<file path="config.mk">
export PLATFORM = sky130hd
export DESIGN_NAME = bomb_seq_ctrl_flat
export DESIGN_NICKNAME = d
export VERILOG_FILES = /design/src/rtl/bomb_pkg.sv /design/src/rtl/bomb_seq_ctrl_if.sv /design/src/rtl/bcd_down2.sv /design/src/rtl/bomb_seq_ctrl.sv /design/src/flat_wrapper.sv
export SDC_FILE = /design/constraint.sdc
export NUM_CORES = 1
export LEC_CHECK = 0
export CAP_MARGIN = 10
export CELL_PAD_IN_SITES_DETAIL_PLACEMENT = 1
export CELL_PAD_IN_SITES_GLOBAL_PLACEMENT = 1
export CORE_UTILIZATION = 32
export CTS_BUF_LIST = sky130_fd_sc_hd__clkbuf_4 sky130_fd_sc_hd__clkbuf_8 sky130_fd_sc_hd__clkbuf_16
export CTS_CLUSTER_DIAMETER = 30
export CTS_CLUSTER_SIZE = 24
export DETAILED_ROUTE_END_ITERATION = 10
export PLACE_DENSITY = 0.79
export SLEW_MARGIN = 5
export SYNTH_ARGS = -nofsm -noshare
export SYNTH_HDL_FRONTEND = slang
export SYNTH_SLANG_ARGS = --single-unit
</file>
<file path="constraint.sdc">
create_clock -name clk -period 2.1 [get_ports clk]
set_input_delay 0.315 -clock clk [delete_from_list [all_inputs] [get_ports clk]]
set_output_delay 0.315 -clock clk [all_outputs]
set_load 0.01 [all_outputs]
</file>
<file path="src/rtl/bomb_pkg.sv">
// bomb_pkg
// Shared definitions for the bomb sequence controller: state encoding,
// PS/2 prefix bytes, the display blank code, the default defuse codes,
// countdown start value and mismatch limit, plus the LED thermometer helper.
// No ports; imported by bcd_down2 and bomb_seq_ctrl.
package bomb_pkg;

    typedef enum logic [1:0] {
        ST_IDLE     = 2'b00,
        ST_ARMED    = 2'b01,
        ST_DEFUSED  = 2'b10,
        ST_EXPLODED = 2'b11
    } bomb_state_t;

    localparam logic [7:0] BREAK_PREFIX = 8'hF0;
    localparam logic [7:0] EXT_PREFIX   = 8'hE0;
    localparam logic [3:0] BLANK_CODE   = 4'hB;

    localparam logic [7:0] DEF_CODE0     = 8'h2C;
    localparam logic [7:0] DEF_CODE1     = 8'h35;
    localparam logic [7:0] DEF_CODE2     = 8'h3A;
    localparam logic [7:0] DEF_CODE3     = 8'h4B;
    localparam logic [7:0] DEF_START_BCD = 8'h30;
    localparam logic [3:0] DEF_MAX_ERR   = 4'hA;

    // Number of matched codes -> LED bar with that many lit segments.
    function automatic logic [3:0] thermo(input logic [2:0] n);
        case (n)
            3'd0:    thermo = 4'b0000;
            3'd1:    thermo = 4'b0001;
            3'd2:    thermo = 4'b0011;
            3'd3:    thermo = 4'b0111;
            default: thermo = 4'b1111;
        endcase
    endfunction

endpackage

</file>
<file path="src/rtl/bomb_seq_ctrl_if.sv">
// bomb_seq_ctrl_if
// Handshake between the PS/2 receive FIFO and the sequence controller.
//   rx_valid : FIFO holds a byte
//   rx_data  : scan-code byte at the FIFO head
//   rx_ready : pop strobe; a byte is consumed when rx_valid & rx_ready
// master = FIFO side, slave = controller side.
interface bomb_seq_ctrl_if;
    logic       rx_valid;
    logic [7:0] rx_data;
    logic       rx_ready;

    modport master (output rx_valid, output rx_data, input rx_ready);
    modport slave  (input rx_valid, input rx_data, output rx_ready);
endinterface

</file>
<file path="src/rtl/bcd_down2.sv">
// bcd_down2
// Two-digit BCD down-counter for the countdown display.
//   clk      : system clock
//   load     : synchronous load of load_val (highest priority)
//   load_val : two BCD digits loaded on load
//   blank    : overwrite both digits with the blank/alarm code
//   en       : decrement by one (held at 00)
//   hi, lo   : registered BCD digits
//   zero     : count is 00
module bcd_down2
    import bomb_pkg::*;
(
    input  logic       clk,
    input  logic       load,
    input  logic [7:0] load_val,
    input  logic       blank,
    input  logic       en,
    output logic [3:0] hi,
    output logic [3:0] lo,
    output logic       zero
);

    assign zero = (hi == 4'd0) && (lo == 4'd0);

    // Borrow from the tens digit when the units digit wraps 0 -> 9.
    always_ff @(posedge clk) begin
        if (load) begin
            hi <= load_val[7:4];
            lo <= load_val[3:0];
        end else if (blank) begin
            hi <= BLANK_CODE;
            lo <= BLANK_CODE;
        end else if (en && !zero) begin
            if (lo == 4'd0) begin
                lo <= 4'd9;
                hi <= hi - 4'd1;
            end else begin
                lo <= lo - 4'd1;
            end
        end
    end

endmodule

</file>
<file path="src/rtl/bomb_seq_ctrl.sv">
// bomb_seq_ctrl
// Defuse-code sequencer for the bomb game. While ARMED it pops PS/2 scan
// codes, matches make codes against CODE0..CODE3 in order, counts
// mismatches, and runs a BCD countdown; it ends DEFUSED or EXPLODED.
//   clk        : system clock
//   clr        : synchronous active-high reset
//   arm        : pulse, IDLE -> ARMED
//   tick       : 1 Hz enable, decrements the countdown while ARMED
//   rx         : FIFO handshake (bomb_seq_ctrl_if.slave)
//   state      : 00 IDLE, 01 ARMED, 10 DEFUSED, 11 EXPLODED
//   led        : thermometer of matched codes
//   digit_hi/lo: BCD countdown, BB once exploded
//   err_count  : accepted mismatches, saturating at F
// Optional feature: define BOMB_SEQ_CTRL_TYPEMATIC_FILTER_EN to ignore
// typematic repeats of the last matched code until its break is seen.
module bomb_seq_ctrl
    import bomb_pkg::*;
#(
    parameter logic [7:0] CODE0     = DEF_CODE0,
    parameter logic [7:0] CODE1     = DEF_CODE1,
    parameter logic [7:0] CODE2     = DEF_CODE2,
    parameter logic [7:0] CODE3     = DEF_CODE3,
    parameter logic [7:0] START_BCD = DEF_START_BCD,
    parameter logic [3:0] MAX_ERR   = DEF_MAX_ERR
)
(
    input  logic                  clk,
    input  logic                  clr,
    input  logic                  arm,
    input  logic                  tick,
    bomb_seq_ctrl_if.slave        rx,
    output logic [1:0]            state,
    output logic [3:0]            led,
    output logic [3:0]            digit_hi,
    output logic [3:0]            digit_lo,
    output logic [3:0]            err_count
);

    bomb_state_t state_q;
    logic [2:0]  idx;
    logic        brk;
    logic        ready_q;

    logic        armed;
    logic        byte_in;
    logic        brk_pop;
    logic        f0_pop;
    logic        make;
    logic        repeat_hit;
    logic        match;
    logic        miss;
    logic        defuse;
    logic        cnt_en;
    logic        last_tick;
    logic        boom;
    logic        cnt_zero;
    logic [7:0]  want;
    logic [3:0]  err_next;

    assign state = state_q;

    // The ready flop drops on the clr edge; gating with clr as well keeps
    // the FIFO from losing a byte on the first cycle clr is raised.
    assign rx.rx_ready = ready_q & ~clr;

`ifdef BOMB_SEQ_CTRL_TYPEMATIC_FILTER_EN
    // held stays set from a match until that key's break code is popped.
    logic       held;
    logic [7:0] last_code;
    assign repeat_hit = held && (rx.rx_data == last_code);
`else
    assign repeat_hit = 1'b0;
`endif

    // Byte classification and terminal conditions for this edge.
    always_comb begin
        armed    = (state_q == ST_ARMED);
        byte_in  = rx.rx_valid & ready_q & ~clr & armed;
        brk_pop  = byte_in & brk;
        f0_pop   = byte_in & ~brk & (rx.rx_data == BREAK_PREFIX);
        make     = byte_in & ~brk & (rx.rx_data != BREAK_PREFIX)
                   & (rx.rx_data != EXT_PREFIX) & ~repeat_hit;
        case (idx)
            3'd0:    want = CODE0;
            3'd1:    want = CODE1;
            3'd2:    want = CODE2;
            default: want = CODE3;
        endcase
        match    = make & (rx.rx_data == want);
        miss     = make & (rx.rx_data != want);
        err_next = err_count;
        if (miss && err_count != 4'hF) begin
            err_next = err_count + 4'd1;
        end
        defuse    = match & (idx == 3'd3);
        cnt_en    = armed & tick;
        last_tick = cnt_en & ({digit_hi, digit_lo} == 8'h01);
        // A completed code beats a simultaneous terminal tick.
        boom      = armed & ~defuse
                    & (last_tick | (miss & (err_next == MAX_ERR)) | cnt_zero);
    end

    // Sequencing FSM; DEFUSED and EXPLODED hold until clr.
    always_ff @(posedge clk) begin
        if (clr) begin
            state_q   <= ST_IDLE;
            idx       <= 3'd0;
            brk       <= 1'b0;
            led       <= 4'b0000;
            err_count <= 4'd0;
            ready_q   <= 1'b0;
`ifdef BOMB_SEQ_CTRL_TYPEMATIC_FILTER_EN
            held      <= 1'b0;
            last_code <= 8'h00;
`endif
        end else begin
            ready_q <= 1'b1;
            case (state_q)
                ST_IDLE: begin
                    if (arm) begin
                        state_q <= ST_ARMED;
                    end
                end
                ST_ARMED: begin
                    if (brk_pop) begin
                        brk <= 1'b0;
`ifdef BOMB_SEQ_CTRL_TYPEMATIC_FILTER_EN
                        if (rx.rx_data == last_code) begin
                            held <= 1'b0;
                        end
`endif
                    end
                    if (f0_pop) begin
                        brk <= 1'b1;
                    end
                    if (match) begin
                        idx <= idx + 3'd1;
                        led <= thermo(idx + 3'd1);
`ifdef BOMB_SEQ_CTRL_TYPEMATIC_FILTER_EN
                        held      <= 1'b1;
                        last_code <= rx.rx_data;
`endif
                    end
                    if (miss) begin
                        idx       <= 3'd0;
                        led       <= 4'b0000;
                        err_count <= err_next;
                    end
                    if (defuse) begin
                        state_q <= ST_DEFUSED;
                    end else if (boom) begin
                        state_q <= ST_EXPLODED;
                    end
                end
                default: begin
                end
            endcase
        end
    end

    bcd_down2 u_count (
        .clk      (clk),
        .load     (clr),
        .load_val (START_BCD),
        .blank    (boom),
        .en       (cnt_en),
        .hi       (digit_hi),
        .lo       (digit_lo),
        .zero     (cnt_zero)
    );

endmodule

</file>
<file path="src/flat_wrapper.sv">
// flat-port wrapper written by rule: the top's interface ports become plain ports
module bomb_seq_ctrl_flat import bomb_pkg::*;
#(
    parameter logic [7:0] CODE0     = DEF_CODE0,
    parameter logic [7:0] CODE1     = DEF_CODE1,
    parameter logic [7:0] CODE2     = DEF_CODE2,
    parameter logic [7:0] CODE3     = DEF_CODE3,
    parameter logic [7:0] START_BCD = DEF_START_BCD,
    parameter logic [3:0] MAX_ERR   = DEF_MAX_ERR
)
  (clk, clr, arm, tick, state, led, digit_hi, digit_lo, err_count, rx_rx_valid, rx_rx_data, rx_rx_ready);
  bomb_seq_ctrl_if rx_i ();
  input  logic clk;
  input  logic clr;
  input  logic arm;
  input  logic tick;
  output logic [1:0] state;
  output logic [3:0] led;
  output logic [3:0] digit_hi;
  output logic [3:0] digit_lo;
  output logic [3:0] err_count;
  input wire logic [$bits(rx_i.rx_valid)-1:0] rx_rx_valid;
  input wire logic [$bits(rx_i.rx_data)-1:0] rx_rx_data;
  output wire logic [$bits(rx_i.rx_ready)-1:0] rx_rx_ready;
  assign rx_i.rx_valid = rx_rx_valid;
  assign rx_i.rx_data = rx_rx_data;
  assign rx_rx_ready = rx_i.rx_ready;
  bomb_seq_ctrl #(.CODE0(CODE0), .CODE1(CODE1), .CODE2(CODE2), .CODE3(CODE3), .START_BCD(START_BCD), .MAX_ERR(MAX_ERR)) u_core (.clk(clk), .clr(clr), .arm(arm), .tick(tick), .rx(rx_i), .state(state), .led(led), .digit_hi(digit_hi), .digit_lo(digit_lo), .err_count(err_count));
endmodule
</file>
==> results.py, run 1 <==
metrics = {
    "global_routing": {
        "grt_pass1_vias": 1551,
        "antenna_found_initial": 0,
        "grt_start_max_net_pins": 20,
        "grt_usage": 0.225,
        "grt_pass1_wl_mm": 7.38,
        "overflow": 0,
    },
    "route": {
        "via_per_inst": 5.48,
        "detail_route.iter0.violations": 54,
        "drt_first_pass_iters": 4,
        "wl_per_cell_um": 16.9,
        "route.detailed.drc": 0,
        "wl_mm": 4.54,
        "drtAntennaViolNets": 0,
        "num_vias": 1474,
    },
    "synthesis": {
        "synth_top_cell_by_area": "dfxtp_1",
        "yosys-top-cells-area": "dfxtp_1 35%, ha_1 9.5%, a21oi_1 5.3%",
        "yosysSeqAreaShare": 0.351,
        "avgSynthCellArea_um2": 8.41,
        "syn_inst": 156,
        "ys_ff_latch": 23,
        "synth.top_cell.area_share": 0.351,
        "synth_nets": 179,
        "synth_cell_types": 43,
        "yosysWarnings": 0,
        "syn_area_um2": 1310,
    },
    "layout": {
        "area_delta_synth_final_pct": 62.2,
        "post-route-util": 0.560,
        "nNetsFinal": 245,
        "fill_cells": 451,
        "diodes": 0,
        "drive_gt1_frac": 0.276,
        "instances_no_fill": 269,
    },
    "worst_setup_path": {
        "crit_path_max_fanout": 5,
        "required_ns": 2.26,
        "cpMaxStageDelayCell": "dfxtp_4",
        "critical_path_cell_count": 9,
        "crit_arrival_ns": 2.43,
        "worst_setup_path_start_kind": "flip-flop",
        "ff2ff_path_depth": 9,
        "cp_num_buf_inv": 2,
        "end_kind": "flip-flop",
        "criticalPathCategory": "flip-flop to flip-flop",
        "cp_cell_sequence": "buf_6, ha_4, nor2_4, a221oi_2, nand4_1, buf_4, or4_4, a32oi_1, o22ai_1",
        "slowest_delay_ns": 0.42,
        "crit_family": "simple AND/OR/NAND/NOR gates",
    },
    "status": {
        "status": "finished with violations",
        "failed_checks": "negative setup slack",
    },
    "power_and_ir_drop": {
        "vdd_drop_max_v": 0.000195,
        "clock_power_share": 0.321,
        "p_leak_uw": 0.000840,
        "cellPowerDensity_nw_per_um2": 413,
        "p_int_uw": 651,
        "switching_share": 0.259,
        "combPwrFrac": 0.163,
        "p_switching_uw": 227,
        "pwr-share-seq": 0.517,
    },
    "clocking": {
        "root_buffer": "clkbuf_8",
        "path_clk_slew_ns": 0.08,
        "hold_buffers": 0,
        "cts_buffer_depth": 2,
        "insertion_delay_ns": 0.27,
        "cts.sinks": 23,
        "cts_htree_levels": 1,
        "tritoncts": "yes",
        "cts_buffers": 3,
    },
    "timing": {
        "holdWs_ns": 0.469,
        "setup_violations": 21,
        "setup_ws_ns": -0.178,
        "period_minus_slack_ns": 2.28,
        "hold_viol": 0,
        "rsz0062_at_grt": "true",
        "min_period_over_period": 1.08,
        "worst_pin_slew_ns": 0.486,
        "timing.fmax_ghz": 0.439,
        "clock_skew_ns": 0.00392,
        "slew_viol_final": 0,
        "slew_headroom": 0.675,
    },
    "die": {
        "die_w_um": 66.0,
        "ioPinCount": 32,
        "core_region_area_um2": 3800,
        "initial_utilization": 0.346,
        "rows": 22,
        "die_area_um2": 4360,
        "die_h_um": 66.0,
    },
    "placement": {
        "finalWeightedCongestion": 0.798,
        "dp_hpwl_mm": 3.21,
        "portBuffers": 31,
        "dpl.cell_count": 259,
    },
    "run": {
        "cap_violations": 0,
    },
    "worst_hold_path": {
        "whs_path_depth": 2,
        "hold_path_class": "flip-flop to flip-flop",
    },
}
-- placed cells by master (no fill, tap or decap), types with 2 or more instances in the layout --
master,n
dfxtp_1,21
nor4_1,2
buf_4,30
o21ai_0,9
nor2_4,3
nand2b_1,2
o211ai_1,3
clkinv_2,2
clkdlybuf4s50_1,28
inv_1,9
nand3_1,12
dlygate4sd2_1,3
nand3b_1,2
xnor2_1,3
a31oi_1,2
xnor2_2,2
nand2_1,11
a21oi_1,13
o41ai_1,2
o2111ai_1,2
nor2b_1,2
ha_4,3
ha_1,7
nand4_1,4
clkbuf_8,3
nor3_1,3
and3_1,2
o22ai_1,2
nor2_1,4
buf_6,4
-- worst reg2reg max path, delay by kind of cell, from the launching register on --
family	cells	cell delay (ns)
and+or+nand+nor	3	0.69
DFF	1	0.42
AOI/OAI and AO/OA	3	0.55
adders and majority gates	1	0.17
buffers and inverters	2	0.32
-- area by class of cell --
class / instances / area [µm²] / area share
multi-input cells: 118 / 935 / 0.439
repair buffers: 65 / 577 / 0.271
flip-flops and latches: 23 / 465 / 0.219
well taps: 48 / 60.1 / 0.0282
inverters: 11 / 45.0 / 0.0212
clock buffers: 3 / 41.3 / 0.0194
clock inverters: 1 / 5.00 / 0.00235
-- timing repair --
action / 4_1_cts / 5_1_grt
endpoints found under the setup margin: 21 / 21
setup buffers: 2 / 3
gates cloned: 1 / 0
resized for setup: 20 / 14
pin swaps: 14 / 19
-- logic make-up after synthesis --
| kind of cell | Yosys count | synth area share |
|---|---|---|
| AND/OR/NAND/NOR | 55 | 0.221 |
| AO/OA/AOI/OAI | 48 | 0.255 |
| flip-flops | 23 | 0.351 |
| buffers and inverters | 15 | 0.0438 |
| adder cells (fa/ha/maj) | 10 | 0.0953 |
| XOR/XNOR | 5 | 0.0334 |
-- registers in the layout, summed over array words and instances (netlist names) --
| name | flops |
|---|---|
| u_core.brk | 1 |
| u_core.err_count | 4 |
| u_core.u_count.hi | 4 |
| u_core.led | 4 |
| u_core.state | 2 |
| u_core.u_count.lo | 4 |
| u_core.idx | 3 |
| u_core.ready_q | 1 |
-- power groups by stage --
stage	clock network [µW]	logic [µW]	registers [µW]
after floorplan	0	45.4	470
after global placement	0	127	465
after detailed placement	0	132	466
after CTS	294	136	454
after global routing	311	154	456
final	282	143	454
-- synth_stat cells --
cell / number
nor2b_1: 2
or3_4: 1
o311a_2: 1
nand2b_1: 2
a21oi_1: 14
nand4_1: 4
xnor2_1: 5
a21boi_0: 1
nor3_1: 5
a31oi_1: 2
nand3_1: 12
nor2_1: 7
o22ai_1: 2
o21ai_0: 9
o2111ai_4: 1
a32oi_1: 1
clkinv_1: 1
o31a_1: 1
nand3b_1: 2
or3_1: 1
buf_1: 1
o2111ai_1: 2
nand2_1: 11
inv_1: 10
o31ai_1: 1
nor4b_1: 1
a311oi_1: 1
o311a_1: 1
o21bai_1: 1
o211ai_1: 3
and2_0: 1
and3_1: 2
or4_1: 2
buf_2: 1
a41o_1: 1
a221oi_1: 1
clkbuf_1: 2
dfxtp_1: 23
a211oi_1: 2
o41ai_1: 2
nor4_1: 2
ha_1: 10
a22oi_1: 1
-- stage by stage --
step / area, µm² / worst slack (ns) / total power [µW] / TNS, ns
6_report: 2130 / -0.178 / 878 / -2.33
5_1_grt: 2130 / -0.253 / 921 / -3.73
4_1_cts: 2030 / -0.148 / 885 / -1.29
3_5_place_dp: 1880 / -0.577 / 598 / -11.10
3_3_place_gp: 1880 / -0.505 / 591 / -9.11
2_1_floorplan: 1320 / 0.00141 / 515 / 0
-- worst paths after layout --
path / slack (ns) / to / startpoint
setup / recovery: -0.18 / u_core.state[1]$_SDFFE_PP0P_ / u_core.idx[0]$_SDFFE_PP0P_
hold / removal: 0.47 / u_core.led[0]$_SDFFE_PP0P_ / u_core.led[0]$_SDFFE_PP0P_
setup reg to reg: -0.18 / u_core.state[1]$_SDFFE_PP0P_ / u_core.idx[0]$_SDFFE_PP0P_
hold reg to reg: 0.47 / u_core.led[0]$_SDFFE_PP0P_ / u_core.led[0]$_SDFFE_PP0P_
-- layer usage --
| layer | track usage | vias to the layer above | part of all wire |
|---|---|---|---|
| li1 | - | 718 | - |
| met2 | 0.420 | 33 | 0.54 |
| met3 | 0.0224 | 14 | 0.023 |
| met1 | 0.253 | 709 | 0.41 |
| met4 | 0.106 | 0 | 0.031 |
| met5 | 0 | - | 0 |
(Power assumes the default switching activity.)
==> run 2, diff against run 1 <==
--- a/config.mk
+++ b/config.mk
@@ -8,12 +8,12 @@
 export CAP_MARGIN = 10
 export CELL_PAD_IN_SITES_DETAIL_PLACEMENT = 1
 export CELL_PAD_IN_SITES_GLOBAL_PLACEMENT = 1
-export CORE_UTILIZATION = 32
+export CORE_UTILIZATION = 36
 export CTS_BUF_LIST = sky130_fd_sc_hd__clkbuf_4 sky130_fd_sc_hd__clkbuf_8 sky130_fd_sc_hd__clkbuf_16
 export CTS_CLUSTER_DIAMETER = 30
 export CTS_CLUSTER_SIZE = 24
 export DETAILED_ROUTE_END_ITERATION = 10
-export PLACE_DENSITY = 0.79
+export PLACE_DENSITY = 0.84
 export SLEW_MARGIN = 5
 export SYNTH_ARGS = -nofsm -noshare
 export SYNTH_HDL_FRONTEND = slang
==> constraint.sdc (replaced) <==
create_clock -name clk -period 2.42 [get_ports clk]
set_input_delay 0.363 -clock clk [delete_from_list [all_inputs] [get_ports clk]]
set_output_delay 0.363 -clock clk [all_outputs]
set_load 0.01 [all_outputs]
==> results.py, run 2 (same netlist as run 1, synthesis figures left out) <==
metrics = {
    "global_routing": {
        "grt_usage": 0.218,
        "grt_pass1_vias": 1559,
        "overflow": 0,
        "antenna_found_initial": 0,
        "grt_pass1_wl_mm": 6.88,
        "grt_start_max_net_pins": 20,
    },
    "layout": {
        "multiInputGateArea_um2": 831,
        "post-route-util": 0.544,
        "instances_no_fill": 250,
        "nNetsFinal": 228,
        "diodes": 0,
        "fill_cells": 418,
        "drive_gt1_frac": 0.172,
        "seq_area_um2": 462,
        "layout_common_cells": "30 x clkdlybuf4s50_1, 22 x dfxtp_1, 17 x buf_4",
        "layout_commonest_cell": "clkdlybuf4s50_1",
        "area_delta_synth_final_pct": 41.7,
    },
    "placement": {
        "portBuffers": 31,
        "dpl.cell_count": 246,
        "finalWeightedCongestion": 0.846,
        "dp_hpwl_mm": 3.11,
    },
    "die": {
        "core_region_area_um2": 3420,
        "initial_utilization": 0.384,
        "die_h_um": 62.4,
        "rows": 21,
        "ioPinCount": 32,
        "die_area_um2": 3890,
        "die_w_um": 62.4,
    },
    "timing": {
        "timing.fmax_ghz": 0.424,
        "holdWs_ns": 0.479,
        "setup_violations": 0,
        "period_minus_slack_ns": 2.36,
        "slew_headroom": 0.691,
        "worst_pin_slew_ns": 0.460,
        "slew_viol_final": 0,
        "min_period_over_period": 0.974,
        "hold_viol": 0,
        "clock_skew_ns": 0.0118,
    },
    "clocking": {
        "cts_buffers": 3,
        "cts_htree_levels": 1,
        "tritoncts": "yes",
        "insertion_delay_ns": 0.34,
        "path_clk_slew_ns": 0.14,
        "root_buffer": "clkbuf_4",
        "post_cts_buffers": 0,
        "cts.sinks": 23,
        "cts_buffer_depth": 2,
    },
    "run": {
        "cap_violations": 0,
    },
    "route": {
        "wl_per_cell_um": 15.8,
        "drt_first_pass_iters": 4,
        "detail_route.iter0.violations": 50,
        "via_per_inst": 5.61,
        "wl_mm": 3.95,
        "drtAntennaViolNets": 0,
        "num_vias": 1402,
        "route.detailed.drc": 0,
    },
    "worst_setup_path": {
        "rr_startpoint": "u_core.idx[0]$_SDFFE_PP0P_",
        "ff2ff_path_depth": 7,
        "rrSetupSlack_ns": 0.08,
        "crit_arrival_ns": 2.57,
        "criticalPathCategory": "primary input to flip-flop",
        "r2r-end": "u_core.u_count.hi[1]$_SDFFE_PP1P_",
        "worst_setup_path_start_kind": "primary input",
        "crit_path_max_fanout": 8,
        "required_ns": 2.64,
        "end_kind": "flip-flop",
    },
    "worst_hold_path": {
        "whs_path_depth": 2,
        "hp-start": "u_core.led[2]$_SDFFE_PP0P_",
        "min_delay_worst_endpoint": "u_core.led[2]$_SDFFE_PP0P_",
        "hold_path_class": "flip-flop to flip-flop",
    },
    "power_and_ir_drop": {
        "p_leak_uw": 0.000703,
        "vdd_drop_max_v": 0.000201,
        "cellPowerDensity_nw_per_um2": 375,
    },
    "status": {
        "status": "finished, final reports clean",
    },
}
## run 2: cell count changes in the layout (fill, tap and decap cells not counted), moves of 3 or more
cell / before / now
ha_4: 3 / 0
nor2_4: 3 / 0
clkbuf_8: 3 / 0
clkbuf_4: 0 / 3
dlygate4sd2_1: 3 / 0
buf_6: 4 / 0
buf_4: 30 / 17
## run 2: critical path, stage by stage
cell and delay, ns:
clkdlybuf4s50_1 0.46, xnor2_1 0.14, or4_1 0.40, o31a_1 0.32, or3_4 0.41, o2111ai_4 0.31
o2111ai_2 0.17
## run 2: worst max-delay path by stage
stage	start	endpoint	slack (ns)
finish	rx_rx_data[3]	u_core.u_count.hi[1]$_SDFFE_PP1P_	0.06
global route	u_core.idx[0]$_SDFFE_PP0P_	u_core.u_count.hi[1]$_SDFFE_PP1P_	-0.01
CTS	u_core.idx[0]$_SDFFE_PP0P_	u_core.u_count.hi[1]$_SDFFE_PP1P_	0.002
detailed placement	rx_rx_data[5]	u_core.u_count.hi[1]$_SDFFE_PP1P_	-0.34
global placement	rx_rx_data[5]	u_core.u_count.hi[1]$_SDFFE_PP1P_	-0.26
floorplan	u_core.idx[0]$_SDFFE_PP0P_	u_core.u_count.hi[1]$_SDFFE_PP1P_	0.12
## run 2: per-stage QoR
step | total power, µW | TNS, ns | cell area, µm² | setup slack, ns
after detailed placement | 508 | -4.72 | 1790 | -0.340
final | 697 | 0 | 1860 | 0.0635
after floorplan | 447 | 0 | 1310 | 0.122
after global placement | 503 | -3.55 | 1790 | -0.261
after global routing | 728 | -0.0130 | 1860 | -0.0130
after CTS | 699 | 0 | 1820 | 0.00168
## run 2: final cells by class
cell class                      count  share of cell area
Multi-Input combinational cell    118               0.447
Sequential cell                    23               0.248
Clock buffer                        3              0.0121
Inverter                           11              0.0222
Clock inverter                      1             0.00269
Timing Repair Buffer               48               0.237
Tap cell                           46              0.0310
## run 2: layer usage
| metal | wire length [µm] | global-route usage | vias up |
|---|---|---|---|
| met5 | 0 | 0 | - |
| met3 | 106 | 0.0219 | 5 |
| met4 | 56 | 0.0843 | 0 |
| met2 | 2080 | 0.419 | 25 |
| li1 | - | - | 680 |
| met1 | 1710 | 0.244 | 692 |
## run 2: what timing repair did
| action | CTS | global route |
|---|---|---|
| endpoints found under the setup margin | 0 | 19 |
| hold buffers | 0 | 0 |
| resized for setup | 0 | 12 |
## run 2: where the power goes
group	internal [µW]	switching, µW
sequential	387	10.5
combinational	55.1	50.5
clock	62.2	131
==> run 3, diff against run 2 <==
--- a/config.mk
+++ b/config.mk
@@ -5,15 +5,16 @@
 export SDC_FILE = /design/constraint.sdc
 export NUM_CORES = 1
 export LEC_CHECK = 0
+export ABC_CLOCK_PERIOD_IN_PS = 2420
 export CAP_MARGIN = 10
 export CELL_PAD_IN_SITES_DETAIL_PLACEMENT = 1
 export CELL_PAD_IN_SITES_GLOBAL_PLACEMENT = 1
-export CORE_UTILIZATION = 36
-export CTS_BUF_LIST = sky130_fd_sc_hd__clkbuf_4 sky130_fd_sc_hd__clkbuf_8 sky130_fd_sc_hd__clkbuf_16
+export CORE_UTILIZATION = 37
+export CTS_BUF_LIST = sky130_fd_sc_hd__clkbuf_2
 export CTS_CLUSTER_DIAMETER = 30
 export CTS_CLUSTER_SIZE = 24
 export DETAILED_ROUTE_END_ITERATION = 10
-export PLACE_DENSITY = 0.84
+export PLACE_DENSITY = 0.86
 export SLEW_MARGIN = 5
 export SYNTH_ARGS = -nofsm -noshare
 export SYNTH_HDL_FRONTEND = slang
==> results.py, run 3 (same netlist as run 1, synthesis figures left out) <==
metrics = {
    "timing": {
        "rsz0062_at_grt": "false",
        "setup_violations": 0,
        "fin_setup_tns_ns": 0,
        "timing.fmax_ghz": 0.425,
        "slew_headroom": 0.728,
        "clock_skew_ns": 0.00661,
        "hold_viol": 0,
        "period_minus_slack_ns": 2.35,
        "min_period_over_period": 0.971,
        "worst_pin_slew_ns": 0.405,
        "holdWs_ns": 0.479,
        "slew_viol_final": 0,
    },
    "route": {
        "wl_per_cell_um": 15.6,
        "wl_mm": 3.88,
        "num_vias": 1371,
        "via_per_inst": 5.53,
        "drtAntennaViolNets": 0,
        "route.detailed.drc": 0,
        "drt_first_pass_iters": 4,
        "detail_route.iter0.violations": 38,
    },
    "clocking": {
        "insertion_delay_ns": 0.34,
        "hold_buffers": 0,
        "cts_htree_levels": 1,
        "path_clk_slew_ns": 0.21,
        "cts.sinks": 23,
        "root_buffer": "clkbuf_2",
        "tritoncts": "yes",
        "cts_buffer_depth": 2,
        "cts_buffers": 3,
    },
    "die": {
        "ioPinCount": 32,
        "die_h_um": 61.6,
        "core_region_area_um2": 3360,
        "die_area_um2": 3790,
        "initial_utilization": 0.390,
        "rows": 21,
        "die_w_um": 61.6,
    },
    "worst_setup_path": {
        "startpoint": "u_core.idx[0]$_SDFFE_PP0P_",
        "crit_path_max_fanout": 8,
        "required_ns": 2.65,
        "end_kind": "flip-flop",
        "rrSetupSlack_ns": 0.07,
        "rr_startpoint": "u_core.idx[0]$_SDFFE_PP0P_",
        "r2r-end": "u_core.u_count.hi[1]$_SDFFE_PP1P_",
        "crit_arrival_ns": 2.58,
        "worst_setup_path_start_kind": "flip-flop",
        "ff2ff_path_depth": 7,
        "criticalPathCategory": "flip-flop to flip-flop",
    },
    "global_routing": {
        "antenna_found_initial": 0,
        "grt_pass1_vias": 1364,
        "grt_start_max_net_pins": 20,
        "grt_pass1_wl_mm": 6.32,
        "grt_usage": 0.224,
        "overflow": 0,
    },
    "layout": {
        "diodes": 0,
        "instances_no_fill": 248,
        "drive_gt1_frac": 0.149,
        "area_delta_synth_final_pct": 40.6,
        "final_area_um2": 1850,
        "post-route-util": 0.549,
        "layout_common_cells": "30 x clkdlybuf4s50_1, 22 x dfxtp_1, 14 x a21oi_1, 14 x buf_4, 12 x nand3_1",
        "layout_commonest_cell": "clkdlybuf4s50_1",
        "nNetsFinal": 226,
    },
    "worst_hold_path": {
        "hold_path_class": "flip-flop to flip-flop",
        "min_delay_worst_endpoint": "u_core.led[0]$_SDFFE_PP0P_",
        "whs_path_depth": 2,
        "hp-start": "u_core.led[0]$_SDFFE_PP0P_",
    },
    "status": {
        "status": "finished, final reports clean",
    },
    "power_and_ir_drop": {
        "p_leak_uw": 0.000688,
        "vdd_drop_max_v": 0.000307,
        "cellPowerDensity_nw_per_um2": 357,
    },
    "placement": {
        "dp_hpwl_mm": 3.11,
        "dpl.cell_count": 244,
        "portBuffers": 31,
        "placed_area_um2": 1780,
        "finalWeightedCongestion": 0.825,
    },
    "run": {
        "cap_violations": 0,
    },
}
run 3: changes by cell type in the layout (fill, tap and decap cells not counted), moves of 2 or more:
cell and delta:
buf_4 -3, clkbuf_2 +3, clkbuf_4 -3, ha_2 -2
ha_4 +2
run 3: area by class of cell:
class / count / area, µm²
Fill cell: 410 / 1520
Multi-Input combinational cell: 118 / 836
Sequential cell: 23 / 462
Timing Repair Buffer: 46 / 429
Tap cell: 46 / 57.6
Inverter: 11 / 41.3
Clock buffer: 3 / 15.0
Clock inverter: 1 / 5.00
run 3: how the worst max path moves through the flow:
stage	to	slack, ns	cells past startpoint
floorplan	u_core.u_count.hi[1]$_SDFFE_PP1P_	0.12	8
finish	u_core.u_count.hi[1]$_SDFFE_PP1P_	0.07	7
global route	u_core.u_count.hi[1]$_SDFFE_PP1P_	0.01	7
CTS	u_core.u_count.hi[1]$_SDFFE_PP1P_	0.02	8
detailed placement	u_core.u_count.hi[1]$_SDFFE_PP1P_	-0.34	7
global placement	u_core.u_count.hi[1]$_SDFFE_PP1P_	-0.26	7
run 3: report_power, final:
group          internal, µW  total, µW  switching, µW
combinational          54.2        104           49.8
sequential              388        399           11.2
clock                  37.5        155            118
run 3: routing by layer:
metal | track usage | wire, µm
met1 | 0.282 | 1730
met2 | 0.399 | 2030
met3 | 0.0378 | 86
met4 | 0.0476 | 26
met5 | 0 | 0
run 3: repair_timing:
action                                  4_1_cts  5_1_grt
setup buffers                                 0        0
endpoints found under the setup margin        6       19
hold endpoints to repair                      0        0
gates resized for setup                       2       10
pin swaps                                     1        5
run 3: critical path, cell delays in order (launching register included):
cell	delay, ns
dfxtp_2	0.38
buf_6	0.13
xnor2_1	0.11
or4_1	0.41
o31a_1	0.32
or3_4	0.40
o2111ai_4	0.33
o2111ai_2	0.16
run 3: stage by stage:
stage | setup WS, ns | power (µW)
after floorplan | 0.122 | 447
after global placement | -0.260 | 502
after detailed placement | -0.344 | 509
after CTS | 0.0192 | 663
after global routing | 0.0144 | 687
final | 0.0696 | 658
